[config.mk]
export PLATFORM = sky130hd
export DESIGN_NAME = fifo_uart_tx_flat
export DESIGN_NICKNAME = d
export VERILOG_FILES = /design/src/rtl/fifo_uart_tx_if.sv /design/src/rtl/fifo_uart_tx.sv /design/src/flat_wrapper.sv
export SDC_FILE = /design/constraint.sdc
export NUM_CORES = 1
export LEC_CHECK = 0
export ABC_CLOCK_PERIOD_IN_PS = 4800
export BUFFER_PORTS_ARGS = -buffer_cell sky130_fd_sc_hd__buf_2
export CAP_MARGIN = 25
export CORE_ASPECT_RATIO = 0.5
export CORE_UTILIZATION = 58
export CTS_BUF_LIST = sky130_fd_sc_hd__clkbuf_8
export CTS_CLUSTER_DIAMETER = 120
export DETAILED_ROUTE_END_ITERATION = 10
export GPL_TIMING_DRIVEN = 0
export HOLD_SLACK_MARGIN = 0.06
export PLACE_DENSITY = 0.78
export SETUP_SLACK_MARGIN = 0.02
export SYNTH_ARGS = -nofsm -noshare
export SYNTH_HDL_FRONTEND = slang
export SYNTH_SLANG_ARGS = --single-unit
[constraint.sdc]
create_clock -name clk -period 4.8 [get_ports clk]
set_input_delay 0.24 -clock clk [delete_from_list [all_inputs] [get_ports clk]]
set_output_delay 0.24 -clock clk [all_outputs]
set_load 0.02 [all_outputs]
[src/rtl/fifo_uart_tx_if.sv]
// Signal bundle between the show-ahead FIFO read port, the UART transmitter and the TX pin.
// The master side is the FIFO/board; the slave side is the transmitter.
interface fifo_uart_tx_if #(
  parameter int DATA_WIDTH = 8
);
  logic [DATA_WIDTH-1:0] fifo_dout;
  logic                  fifo_empty;
  logic                  fifo_rd_en;
  logic                  serial_out;
  logic                  busy;

  modport master (
    output fifo_dout,
    output fifo_empty,
    input  fifo_rd_en,
    input  serial_out,
    input  busy
  );

  modport slave (
    input  fifo_dout,
    input  fifo_empty,
    output fifo_rd_en,
    output serial_out,
    output busy
  );
endinterface

[src/rtl/fifo_uart_tx.sv]
// FIFO-draining 8N1 UART transmitter: pops a byte whenever the FIFO is non-empty and
// serialises it start bit first, data LSB-first, then stop, with no gap between frames.
module fifo_uart_tx #(
  parameter int DATA_WIDTH = 8,
  parameter int CLOCK_FREQ = 125000000,
  parameter int BAUD_RATE  = 115200
) (
  input logic           clk,
  input logic           rst_n,
  fifo_uart_tx_if.slave bus
);

  localparam int CPB   = CLOCK_FREQ / BAUD_RATE;
  localparam int CNT_W = (CPB > 1) ? $clog2(CPB) : 1;
  localparam int BIT_W = $clog2(DATA_WIDTH) + 1;

  typedef enum logic [1:0] {
    IDLE,
    START,
    DATA,
    STOP
  } state_t;

  state_t                r_state;
  logic [CNT_W-1:0]      r_cnt;
  logic [BIT_W-1:0]      r_bitCnt;
  logic [DATA_WIDTH-1:0] r_shift;
  logic                  r_serialOut;
  logic                  r_busy;

  logic w_lastTick;
  logic w_pop;

  assign w_lastTick = (r_cnt == CNT_W'(CPB - 1));

  // The next byte is popped either from idle or on the final cycle of a stop bit,
  // which is what makes back-to-back frames seamless.
  assign w_pop = rst_n && !bus.fifo_empty &&
                 ((r_state == IDLE) || ((r_state == STOP) && w_lastTick));

  assign bus.fifo_rd_en = w_pop;
  assign bus.serial_out = r_serialOut;
  assign bus.busy       = r_busy;

  always_ff @(posedge clk) begin
    if (!rst_n) begin
      r_state     <= IDLE;
      r_cnt       <= '0;
      r_bitCnt    <= '0;
      r_shift     <= '0;
      r_serialOut <= 1'b1;
      r_busy      <= 1'b0;
    end else begin
      case (r_state)
        IDLE: begin
          r_cnt <= '0;
          if (w_pop) begin
            r_state     <= START;
            r_shift     <= bus.fifo_dout;
            r_serialOut <= 1'b0;
            r_busy      <= 1'b1;
          end
        end

        START: begin
          if (w_lastTick) begin
            r_state     <= DATA;
            r_cnt       <= '0;
            r_bitCnt    <= '0;
            r_serialOut <= r_shift[0];
          end else begin
            r_cnt <= r_cnt + CNT_W'(1);
          end
        end

        // serial_out is registered, so it is loaded with the bit that becomes shift[0] next.
        DATA: begin
          if (w_lastTick) begin
            r_cnt   <= '0;
            r_shift <= r_shift >> 1;
            if (r_bitCnt == BIT_W'(DATA_WIDTH - 1)) begin
              r_state     <= STOP;
              r_serialOut <= 1'b1;
            end else begin
              r_bitCnt    <= r_bitCnt + BIT_W'(1);
              r_serialOut <= r_shift[1];
            end
          end else begin
            r_cnt <= r_cnt + CNT_W'(1);
          end
        end

        STOP: begin
          if (w_lastTick) begin
            r_cnt <= '0;
            if (w_pop) begin
              r_state     <= START;
              r_shift     <= bus.fifo_dout;
              r_serialOut <= 1'b0;
            end else begin
              r_state <= IDLE;
              r_busy  <= 1'b0;
            end
          end else begin
            r_cnt <= r_cnt + CNT_W'(1);
          end
        end

        default: begin
          r_state     <= IDLE;
          r_cnt       <= '0;
          r_serialOut <= 1'b1;
          r_busy      <= 1'b0;
        end
      endcase
    end
  end

endmodule

[src/flat_wrapper.sv]
// flat-port wrapper written by rule: the top's interface ports become plain ports
module fifo_uart_tx_flat 
#(
  parameter int DATA_WIDTH = 8,
  parameter int CLOCK_FREQ = 125000000,
  parameter int BAUD_RATE  = 115200
)
  (clk, rst_n, bus_fifo_dout, bus_fifo_empty, bus_fifo_rd_en, bus_serial_out, bus_busy);
  fifo_uart_tx_if #(.DATA_WIDTH(DATA_WIDTH)) bus_i ();
  input logic clk;
  input logic rst_n;
  input wire logic [$bits(bus_i.fifo_dout)-1:0] bus_fifo_dout;
  input wire logic [$bits(bus_i.fifo_empty)-1:0] bus_fifo_empty;
  output wire logic [$bits(bus_i.fifo_rd_en)-1:0] bus_fifo_rd_en;
  output wire logic [$bits(bus_i.serial_out)-1:0] bus_serial_out;
  output wire logic [$bits(bus_i.busy)-1:0] bus_busy;
  assign bus_i.fifo_dout = bus_fifo_dout;
  assign bus_i.fifo_empty = bus_fifo_empty;
  assign bus_fifo_rd_en = bus_i.fifo_rd_en;
  assign bus_serial_out = bus_i.serial_out;
  assign bus_busy = bus_i.busy;
  fifo_uart_tx #(.DATA_WIDTH(DATA_WIDTH), .CLOCK_FREQ(CLOCK_FREQ), .BAUD_RATE(BAUD_RATE)) u_core (.clk(clk), .rst_n(rst_n), .bus(bus_i));
endmodule
==> results of run 1 <==
-- registers in the layout (all words and copies together), names as in the netlist --
register and cells:
u_core.r_state 2, u_core.bus.serial_out 1, u_core.r_cnt 11, u_core.bus.busy 1
u_core.r_shift 8, u_core.r_bitCnt 4
-- per-layer routing --
layer	vias to the layer above	share of wire	routed length, um	track usage
met5	-	0	0	0
met4	0	0.0068	19	0.0660
met3	6	0.045	125	0.0632
met2	25	0.45	1260	0.392
met1	574	0.50	1390	0.260
li1	640	-	-	-
-- layout make-up --
| cell class | instances | area [sq um] | share of cell area |
|---|---|---|---|
| inverter | 10 | 37.5 | 0.0221 |
| clock inverter | 1 | 5.00 | 0.00295 |
| timing repair buffer | 13 | 65.1 | 0.0383 |
| multi-input combinational | 127 | 917 | 0.540 |
| clock buffer | 3 | 41.3 | 0.0243 |
| sequential | 27 | 541 | 0.318 |
| buffer | 8 | 47.5 | 0.0280 |
| tap | 35 | 43.8 | 0.0258 |
-- final timing paths --
path	startpoint	slack, ns	to	cells past startpoint
worst min register to register	u_core.r_shift[5]$_SDFFE_PN0P_	0.47	u_core.r_shift[5]$_SDFFE_PN0P_	2
worst max-delay path	u_core.r_state[0]$_SDFFE_PN0P_	2.72	u_core.r_bitCnt[0]$_SDFFE_PN0P_	7
worst min-delay path	bus_fifo_dout[1]	0.35	u_core.r_shift[1]$_SDFFE_PN0P_	4
worst max register to register	u_core.r_state[0]$_SDFFE_PN0P_	2.72	u_core.r_bitCnt[0]$_SDFFE_PN0P_	7
-- synth_stat cells (5+ instances only) --
cell	instances	area, sq um
nand2_1	19	71.3
nand3_1	6	30.0
nand4_1	8	50.1
inv_1	10	37.5
o21ai_0	5	25.0
ha_1	9	113
mux2i_1	8	80.1
dfxtp_1	27	541
mux2_2	7	78.8
a21oi_1	6	30.0
nor2_2	8	50.1
nor2_1	5	18.8
xor2_1	8	70.1
-- kinds of logic after synthesis --
| group | after synthesis |
|---|---|
| AOI/OAI and AO/OA | 22 |
| and+or+nand+nor | 72 |
| buffers and inverters | 18 |
| adders and majority gates | 9 |
| muxes | 15 |
| DFF | 27 |
| xor gates and xnor gates | 9 |
-- worst max-delay path: cells and delay by family (launching register included) --
kind / cells / cell delay, ns
AO/OA/AOI/OAI: 2 / 0.36
adder cells (fa/ha/maj): 1 / 0.23
buffers and inverters: 2 / 0.35
flip-flops: 1 / 0.43
AND/OR/NAND/NOR: 2 / 0.64
-- power by group --
group          switching [mW]  total [mW]  internal (mW)
combinational           0.154       0.275          0.122
clock                  0.0716       0.130         0.0582
sequential             0.0285       0.288          0.260
total                   0.254       0.694          0.440
-- metrics by stage --
stage               std cells  worst slack [ns]  utilization
floorplan                 172              3.02            -
global placement          220              2.79        0.701
detailed placement        220              2.75        0.701
CTS                       224              2.72        0.720
global route              224              2.55        0.720
finish                    224              2.72        0.720
==> results.json, run 1 <==
{
  "p_leak_nw": 0.689,
  "fin_total_pwr_uw": 694,
  "wl_mm": 2.79,
  "ir_drop_uv": 232,
  "dp_hpwl_mm": 2.12,
  "final_common_cell": "dfxtp_1",
  "fp.coreArea_sq_mm": 0.00236,
  "max_freq_mhz": 481,
  "post_cts_buffers": 0,
  "p_per_area_mw_per_mm2": 409,
  "postCtsResizedCells": 0,
  "fin_crit_ns": 2.08,
  "grt_overflow_total": 0,
  "cts_root_buf": "clkbuf_8",
  "final_area_sq_mm": 0.00170,
  "avgSynthCellArea_sq_um": 8.97,
  "grt_max_degree": 16,
  "grt_pass1_vias": 1093,
  "hold_viol_final": 0,
  "tightestPinTransition_ns": 0.476,
  "cp-start-kind": "flop",
  "synth_flop_cell": "dfxtp_1",
  "cp.required_ns": 5.01,
  "ant_nets": 0,
  "cts_hold_buffers": 0,
  "dieHeight_um": 38.5,
  "slew_violations": 0,
  "async_flop_share": 0,
  "cp_cell_sequence": "inv_1 > ha_1 > clkbuf_1 > nand4b_1 > o21ai_0 > or4_1 > a21oi_1",
  "cp_slowest_cell": "or4_1",
  "ys_seq_elements": 27,
  "grt_use_total": 0.219,
  "cts_buffers": 3,
  "status": "completed",
  "antenna_cells": 0,
  "synth_nets": 192,
  "cts_tree": "done",
  "cap_violations": 0,
  "synth.area.mux_share": 0.103,
  "whs_ns": 0.347,
  "grt_pass1_wl_mm": 4.61,
  "skew_ns": 0.00513,
  "final_cell_mix": "dfxtp_1 (27), nand2_1 (19), buf_2 (15)",
  "slew-limit-headroom": 0.679,
  "drive_above_1_share": 0.201,
  "row_count": 12,
  "netlist_area_sq_mm": 0.00154,
  "drt-wirelength-per-cell_um": 12.5,
  "ys_warn_count": 0,
  "place_area_sq_mm": 0.00165,
  "path_clk_slew_ns": 0.09,
  "drc": 0,
  "drtPass1Iterations": 4,
  "port_buffers": 13,
  "cp-end-kind": "flop",
  "final.period_utilization": 0.433,
  "rsz0062_at_grt": "false",
  "synth_top_family_by_area": "simple AND/OR/NAND/NOR gates",
  "initial_core_util": 0.654,
  "synth_compound_area_frac": 0.0949,
  "gp_congestion": 0.819,
  "clkLatencyLatePin_ns": 0.28,
  "fillers": 183,
  "fin_nets": 210,
  "synthSimpleGateAreaFrac": 0.273,
  "vias_per_cell": 5.56,
  "synthCells": 172,
  "cts_max_level": 1,
  "critPathMaxStageDelay_ns": 0.44,
  "cp_max_fo": 10,
  "die_w_um": 74.9,
  "synth_enable_flop_cells": 0,
  "ys_seq_area_frac": 0.350,
  "io_pins": 14,
  "cp_data_arrival_time_ns": 2.29,
  "areaGrowthSynthToFinish_pct": 10.1,
  "vias": 1245,
  "fin_tns_setup_ns": 0,
  "ys_types": 41,
  "synth_xor_xnor_area_share": 0.0511,
  "crit_type": "reg -> reg",
  "cts.path.max_buffers": 2,
  "synth_fa_ha_area_frac": 0.0730,
  "hp-class": "in -> reg",
  "cts_sinks": 27,
  "antenna_found_initial": 0,
  "die-area_sq_mm": 0.00288,
  "setup_viol": 0,
  "drt_iter0_markers": 28
}
No activity file was read; power rests on OpenSTA's default activity.
==> run 2, diff against run 1 <==
--- a/config.mk
+++ b/config.mk
@@ -5,7 +5,8 @@
 export SDC_FILE = /design/constraint.sdc
 export NUM_CORES = 1
 export LEC_CHECK = 0
-export ABC_CLOCK_PERIOD_IN_PS = 4800
+export ABC_AREA = 1
+export ABC_CLOCK_PERIOD_IN_PS = 2100
 export BUFFER_PORTS_ARGS = -buffer_cell sky130_fd_sc_hd__buf_2
 export CAP_MARGIN = 25
 export CORE_ASPECT_RATIO = 0.5
==> constraint.sdc (replaced) <==
create_clock -name clk -period 2.1 [get_ports clk]
set_input_delay 0.105 -clock clk [delete_from_list [all_inputs] [get_ports clk]]
set_output_delay 0.105 -clock clk [all_outputs]
set_load 0.02 [all_outputs]
==> run 2 against run 1 <==
Net effect:
- wire length down 2.8%
- clock power increased by 120%
- worst hold slack got worse by 0.19 ns
- critical path depth rose by 2
- synthesized cell count up 28%
- sequential share of layout area is 0.28 points higher
- worst setup slack got worse by 2.5 ns
- via count rose by 7.1%
- maximum frequency grew 12%
- cell area is 0.88% lower
==> results.json, run 2 <==
{
  "status": "completed",
  "cts_sinks": 27,
  "cp-start-kind": "flop",
  "gp_congestion": 0.824,
  "synth_top_area_frac": 0.354,
  "hold_viol_final": 0,
  "antenna_cells": 0,
  "fillers": 204,
  "grt_overflow_total": 0,
  "r2r_setup_slack_ns": 0.25,
  "cts_hold_buffers": 0,
  "ys_seq_area_frac": 0.354,
  "grt_pass1_vias": 1095,
  "fin_nets": 258,
  "top_regs": "u_core.r_cnt (11), u_core.r_shift (8), u_core.r_bitCnt (4)",
  "slew-limit-headroom": 0.793,
  "ant_nets": 0,
  "synth_flop_cell": "dfxtp_1",
  "cp_data_arrival_time_ns": 2.03,
  "antenna_found_initial": 0,
  "vias": 1333,
  "grt_max_degree": 15,
  "largest_register_ffs": 11,
  "cts_tree": "done",
  "vias_per_cell": 4.90,
  "setup_slack_ns": 0.248,
  "dieHeight_um": 38.3,
  "initial_core_util": 0.649,
  "hp-class": "in -> reg",
  "synthCells": 220,
  "cp.required_ns": 2.28,
  "drtPass1Iterations": 4,
  "netlist_area_sq_mm": 0.00153,
  "drt-wirelength-per-cell_um": 9.98,
  "ir_drop_uv": 730,
  "dp_hpwl_mm": 2.08,
  "pre_cts_ws_ns": 0.254,
  "cap_violations": 0,
  "whs_ns": 0.155,
  "wl_mm": 2.72,
  "setup_viol": 0,
  "fin_tns_setup_ns": 0,
  "port_buffers": 13,
  "drc": 0,
  "final_common_cell": "nand2_1",
  "final_cell_mix": "nand2_1 (53), nor2_1 (30), inv_1 (29)",
  "drive_above_1_share": 0.148,
  "synth_area_leaders": "dfxtp_1 (35%), nand2_1 (13%), ha_1 (7.4%), nor2_1 (7.4%), inv_1 (6.9%)",
  "synth_enable_flop_cells": 0,
  "p_leak_nw": 0.760,
  "clkLatencyLatePin_ns": 0.28,
  "skew_ns": 0.00685,
  "areaGrowthSynthToFinish_pct": 10.1,
  "synth_nets": 240,
  "fp.coreArea_sq_mm": 0.00236,
  "die-area_sq_mm": 0.00286,
  "yosysMostFrequentCell": "nand2_1",
  "final.period_utilization": 0.882,
  "grt_use_total": 0.216,
  "cts_root_buf": "clkbuf_8",
  "die_w_um": 74.6,
  "post_cts_buffers": 0,
  "rsz0062_at_grt": "false",
  "postCtsResizedCells": 0,
  "crit_type": "reg -> reg",
  "tightestPinTransition_ns": 0.309,
  "row_count": 12,
  "regMostFlops": "u_core.r_cnt",
  "fin_crit_ns": 1.85,
  "grt_pass1_wl_mm": 4.57,
  "async_flop_share": 0,
  "cts.path.max_buffers": 2,
  "p_per_area_mw_per_mm2": 1090,
  "path_clk_slew_ns": 0.09,
  "slew_violations": 0,
  "cts_buffers": 3,
  "synth_top_area_cell": "dfxtp_1",
  "ys_seq_elements": 27,
  "io_pins": 14,
  "drt_iter0_markers": 40,
  "multi_input_area_sq_um": 845,
  "ys_types": 29,
  "synthTopCellsByCount": "nand2_1 (53), nor2_1 (30), inv_1 (28)",
  "max_freq_mhz": 540,
  "cts_max_level": 1,
  "regArea_sq_um": 541,
  "cp_max_fo": 10,
  "cp-end-kind": "flop",
  "avgSynthCellArea_sq_um": 6.95,
  "ys_warn_count": 0
}
-- run 2: cell count changes after synthesis, moves of 4 or more --
| cell | change |
|---|---|
| nand4_1 | -5 |
| a21oi_1 | +9 |
| nand3_1 | +4 |
| inv_1 | +18 |
| nand2_1 | +34 |
| nor2_2 | -5 |
| mux2_2 | -7 |
| nor2_1 | +25 |
| xor2_1 | -7 |
| nand2_2 | +4 |
| mux2i_1 | -8 |
| o21ai_0 | +6 |
-- run 2: cell type report --
| cell class | instances | share of cell area |
|---|---|---|
| Buffer | 4 | 0.0164 |
| Clock buffer | 3 | 0.0245 |
| Clock inverter | 1 | 0.00223 |
| Inverter | 31 | 0.0691 |
| Multi-Input combinational cell | 158 | 0.502 |
| Sequential cell | 27 | 0.321 |
| Tap cell | 35 | 0.0260 |
| Timing Repair Buffer | 13 | 0.0387 |
-- run 2: worst paths after layout --
path,startpoint,end,cells after the start
setup / recovery,u_core.r_state[0]$_SDFFE_PN0P_,u_core.r_shift[3]$_SDFFE_PN0P_,9
hold reg to reg,u_core.bus.serial_out$_SDFFE_PN1P_,u_core.bus.serial_out$_SDFFE_PN1P_,2
hold / removal,bus_fifo_dout[6],u_core.r_shift[6]$_SDFFE_PN0P_,5
setup reg to reg,u_core.r_state[0]$_SDFFE_PN0P_,u_core.r_shift[3]$_SDFFE_PN0P_,9
-- run 2: power breakdown --
part           switching [mW]  internal, mW
Sequential             0.0666         0.631
Clock                   0.158         0.131
Combinational           0.533         0.310
-- run 2: critical path, stage by stage, from the launching register on --
cell and delay [ns]:
dfxtp_1 0.43, inv_1 0.11, ha_1 0.30, inv_2 0.19
nand2_1 0.12, a21oi_4 0.25, nand2_4 0.08, buf_6 0.14
nor2_1 0.08, nor2_1 0.05
-- run 2: per-stage QoR --
step                       util  power [mW]  area, sq um  cells
after floorplan               -        1.39         1530    220
after global placement    0.695        1.53         1640    268
after detailed placement  0.695        1.55         1640    268
after CTS                 0.714        1.84         1680    272
after global routing      0.714        2.00         1680    272
final                     0.714        1.83         1680    272
-- run 2: logic make-up (layout without fill, tap and decap cells) --
| logic type | after synthesis | count (layout) | synth area share |
|---|---|---|---|
| xor+xnor | 2 | 2 | 0.0115 |
| compound gates | 32 | 32 | 0.118 |
| buf+inv | 35 | 52 | 0.0941 |
| flops | 27 | 27 | 0.354 |
| simple gates | 115 | 115 | 0.349 |
| fa+ha+maj | 9 | 9 | 0.0737 |
-- run 2: routing by layer --
metal  wire (um)  up-vias  track usage  part of all wire
met5           0        -            0                 0
met4          16        0       0.0425            0.0059
met3         130        2       0.0763             0.048
met2        1210       21        0.372              0.44
met1        1360      586        0.266              0.50
li1            -      724            -                 -
==> run 3, diff against run 2 <==
--- a/config.mk
+++ b/config.mk
@@ -17,6 +17,7 @@
 export GPL_TIMING_DRIVEN = 0
 export HOLD_SLACK_MARGIN = 0.06
 export PLACE_DENSITY = 0.78
+export REMOVE_ABC_BUFFERS = 1
 export SETUP_SLACK_MARGIN = 0.02
 export SYNTH_ARGS = -nofsm -noshare
 export SYNTH_HDL_FRONTEND = slang
==> run 3 against run 2 <==
Net effect:
- maximum frequency fell by 2.8%
- cell count fell by 1.5%
- critical path depth did not move
- die area did not move
- clock skew fell by 0.0050 ns
- via count fell by 1.7%
- wire length fell by 2.8%
- largest cell class unchanged
- sequential cell count did not move
- combinational power fell by 3.3%
- global-route usage fell by 0.99 points
- worst hold slack got worse by 0.013 ns
- cell area fell by 1.6%
==> results.json, run 3 (same netlist as run 2, synthesis figures left out) <==
{
  "fin_nets": 254,
  "grt_use_total": 0.206,
  "cts_max_level": 1,
  "cp.required_ns": 2.32,
  "p_leak_nw": 0.744,
  "fillers": 210,
  "power_switching_uw": 766,
  "status": "completed",
  "tightestPinTransition_ns": 0.439,
  "postCtsResizedCells": 0,
  "fin_crit_ns": 1.91,
  "cts_sinks": 27,
  "pwr-share-seq": 0.384,
  "top_regs": "u_core.r_cnt (11), u_core.r_shift (8), u_core.r_bitCnt (4)",
  "dieHeight_um": 38.3,
  "cts_buffers": 3,
  "path_clk_slew_ns": 0.09,
  "internal_power_mw": 1.05,
  "grt_pass1_wl_mm": 4.36,
  "hp-class": "in -> reg",
  "hold_viol_final": 0,
  "fin_total_pwr_mw": 1.81,
  "wl_mm": 2.64,
  "drt_iter0_markers": 38,
  "pre_cts_ws_ns": 0.214,
  "wl_met2_mm": 1.18,
  "row_count": 12,
  "antenna_found_initial": 0,
  "place_area_sq_mm": 0.00161,
  "vias_per_cell": 4.89,
  "cts_tree": "done",
  "setup_viol": 0,
  "cp_slowest_cell": "dfxtp_1",
  "final_cell_mix": "nand2_1 (53), nor2_1 (30), inv_1 (28)",
  "final_common_cell": "nand2_1",
  "areaGrowthSynthToFinish_pct": 8.35,
  "cp_cell_sequence": "inv_1 > ha_1 > inv_2 > nand2_1 > a21oi_4 > nand2_4 > nand2_1 > nand2_1 > nor2_1",
  "cap_violations": 0,
  "slew_violations": 0,
  "cp_data_arrival_time_ns": 2.13,
  "grt_max_degree": 19,
  "power.share.clock": 0.166,
  "final_area_sq_mm": 0.00166,
  "grt_pass1_vias": 1080,
  "regMostFlops": "u_core.r_cnt",
  "io_pins": 14,
  "port_buffers": 13,
  "antenna_cells": 0,
  "gp_congestion": 0.830,
  "max_freq_mhz": 525,
  "die_w_um": 74.6,
  "crit_family": "simple AND/OR/NAND/NOR gates",
  "wl_met3_um": 89,
  "swShare": 0.423,
  "p_per_area_mw_per_mm2": 1090,
  "vias": 1311,
  "critPathMostFrequentCell": "nand2_1",
  "drive_above_1_share": 0.142,
  "slew-limit-headroom": 0.707,
  "initial_core_util": 0.649,
  "grt_overflow_total": 0,
  "critPathMaxStageDelay_ns": 0.43,
  "cp_max_fo": 18,
  "cp-end-kind": "flop",
  "largest_register_ffs": 11,
  "skew_ns": 0.00182,
  "fin_tns_setup_ns": 0,
  "ant_nets": 0,
  "rsz0062_at_grt": "true",
  "drt-wirelength-per-cell_um": 9.84,
  "drt-met1-wl_mm": 1.35,
  "die-area_sq_mm": 0.00286,
  "fp.coreArea_sq_mm": 0.00236,
  "clkLatencyLatePin_ns": 0.27,
  "crit_buf_inv": 2,
  "cts_root_buf": "clkbuf_8",
  "drtPass1Iterations": 4,
  "dp_hpwl_mm": 1.98,
  "crit_type": "reg -> reg",
  "ir_drop_uv": 685,
  "final.period_utilization": 0.907,
  "cts.path.max_buffers": 2,
  "comb_power_share": 0.450,
  "cp-start-kind": "flop",
  "top_layer_used": "met4",
  "drc": 0,
  "setup_slack_ns": 0.194
}
==> run 3: cell types whose count changed in the layout (fill, tap and decap cells not counted), sizes merged <==
cell	previous run	this run
inv	32	31
buf	16	13
clkinv	0	1
clkbuf	4	3
==> run 3: final timing paths <==
| check | end | from | slack (ns) | depth (start not counted) |
|---|---|---|---|---|
| max | u_core.r_shift[2]$_SDFFE_PN0P_ | u_core.r_state[0]$_SDFFE_PN0P_ | 0.19 | 9 |
| min | u_core.r_shift[6]$_SDFFE_PN0P_ | bus_fifo_dout[6] | 0.14 | 5 |
| max reg2reg | u_core.r_shift[2]$_SDFFE_PN0P_ | u_core.r_state[0]$_SDFFE_PN0P_ | 0.19 | 9 |
| min reg2reg | u_core.bus.serial_out$_SDFFE_PN1P_ | u_core.bus.serial_out$_SDFFE_PN1P_ | 0.46 | 2 |
==> run 3: layout make-up <==
type,instances,area [sq um],area share
clock inverters,1,5.00,0.00302
multi-input cells,158,845,0.510
flip-flops and latches,27,541,0.326
inverters,31,116,0.0702
well taps,35,43.8,0.0264
clock buffers,3,41.3,0.0249
repair buffers,13,65.1,0.0393
==> run 3: power by group through the flow <==
stage	clock network, mW	logic (mW)	registers, mW
5_1_grt	0.328	0.932	0.711
4_1_cts	0.308	0.812	0.697
3_3_place_gp	0	0.791	0.703
3_5_place_dp	0	0.809	0.708
6_report	0.301	0.816	0.696
2_1_floorplan	0	0.645	0.712
==> run 3: metal layers <==
| layer | up-vias | global-route usage |
|---|---|---|
| met1 | 575 | 0.258 |
| met2 | 15 | 0.363 |
| met4 | 0 | 0.0425 |
| li1 | 719 | - |
| met3 | 2 | 0.0553 |
| met5 | - | 0 |
==> run 3: timing repair <==
item	CTS	global route
setup endpoints to repair	0	1
buffers inserted	0	0
hold buffers	0	0
==> run 3: metrics by stage <==
step	utilization	std cells	hold WS (ns)
2_1_floorplan	-	216	0.225
3_3_place_gp	0.683	264	0.423
3_5_place_dp	0.683	264	0.437
4_1_cts	0.703	268	0.150
5_1_grt	0.703	268	0.169
6_report	0.703	268	0.142
==> run 3: worst reg2reg max path, cell delays in order, from the launching register on <==
cell and delay, ns:
dfxtp_1 0.43, inv_1 0.11, ha_1 0.29, inv_2 0.25
nand2_1 0.15, a21oi_4 0.26, nand2_4 0.15, nand2_1 0.09
nand2_1 0.04, nor2_1 0.08
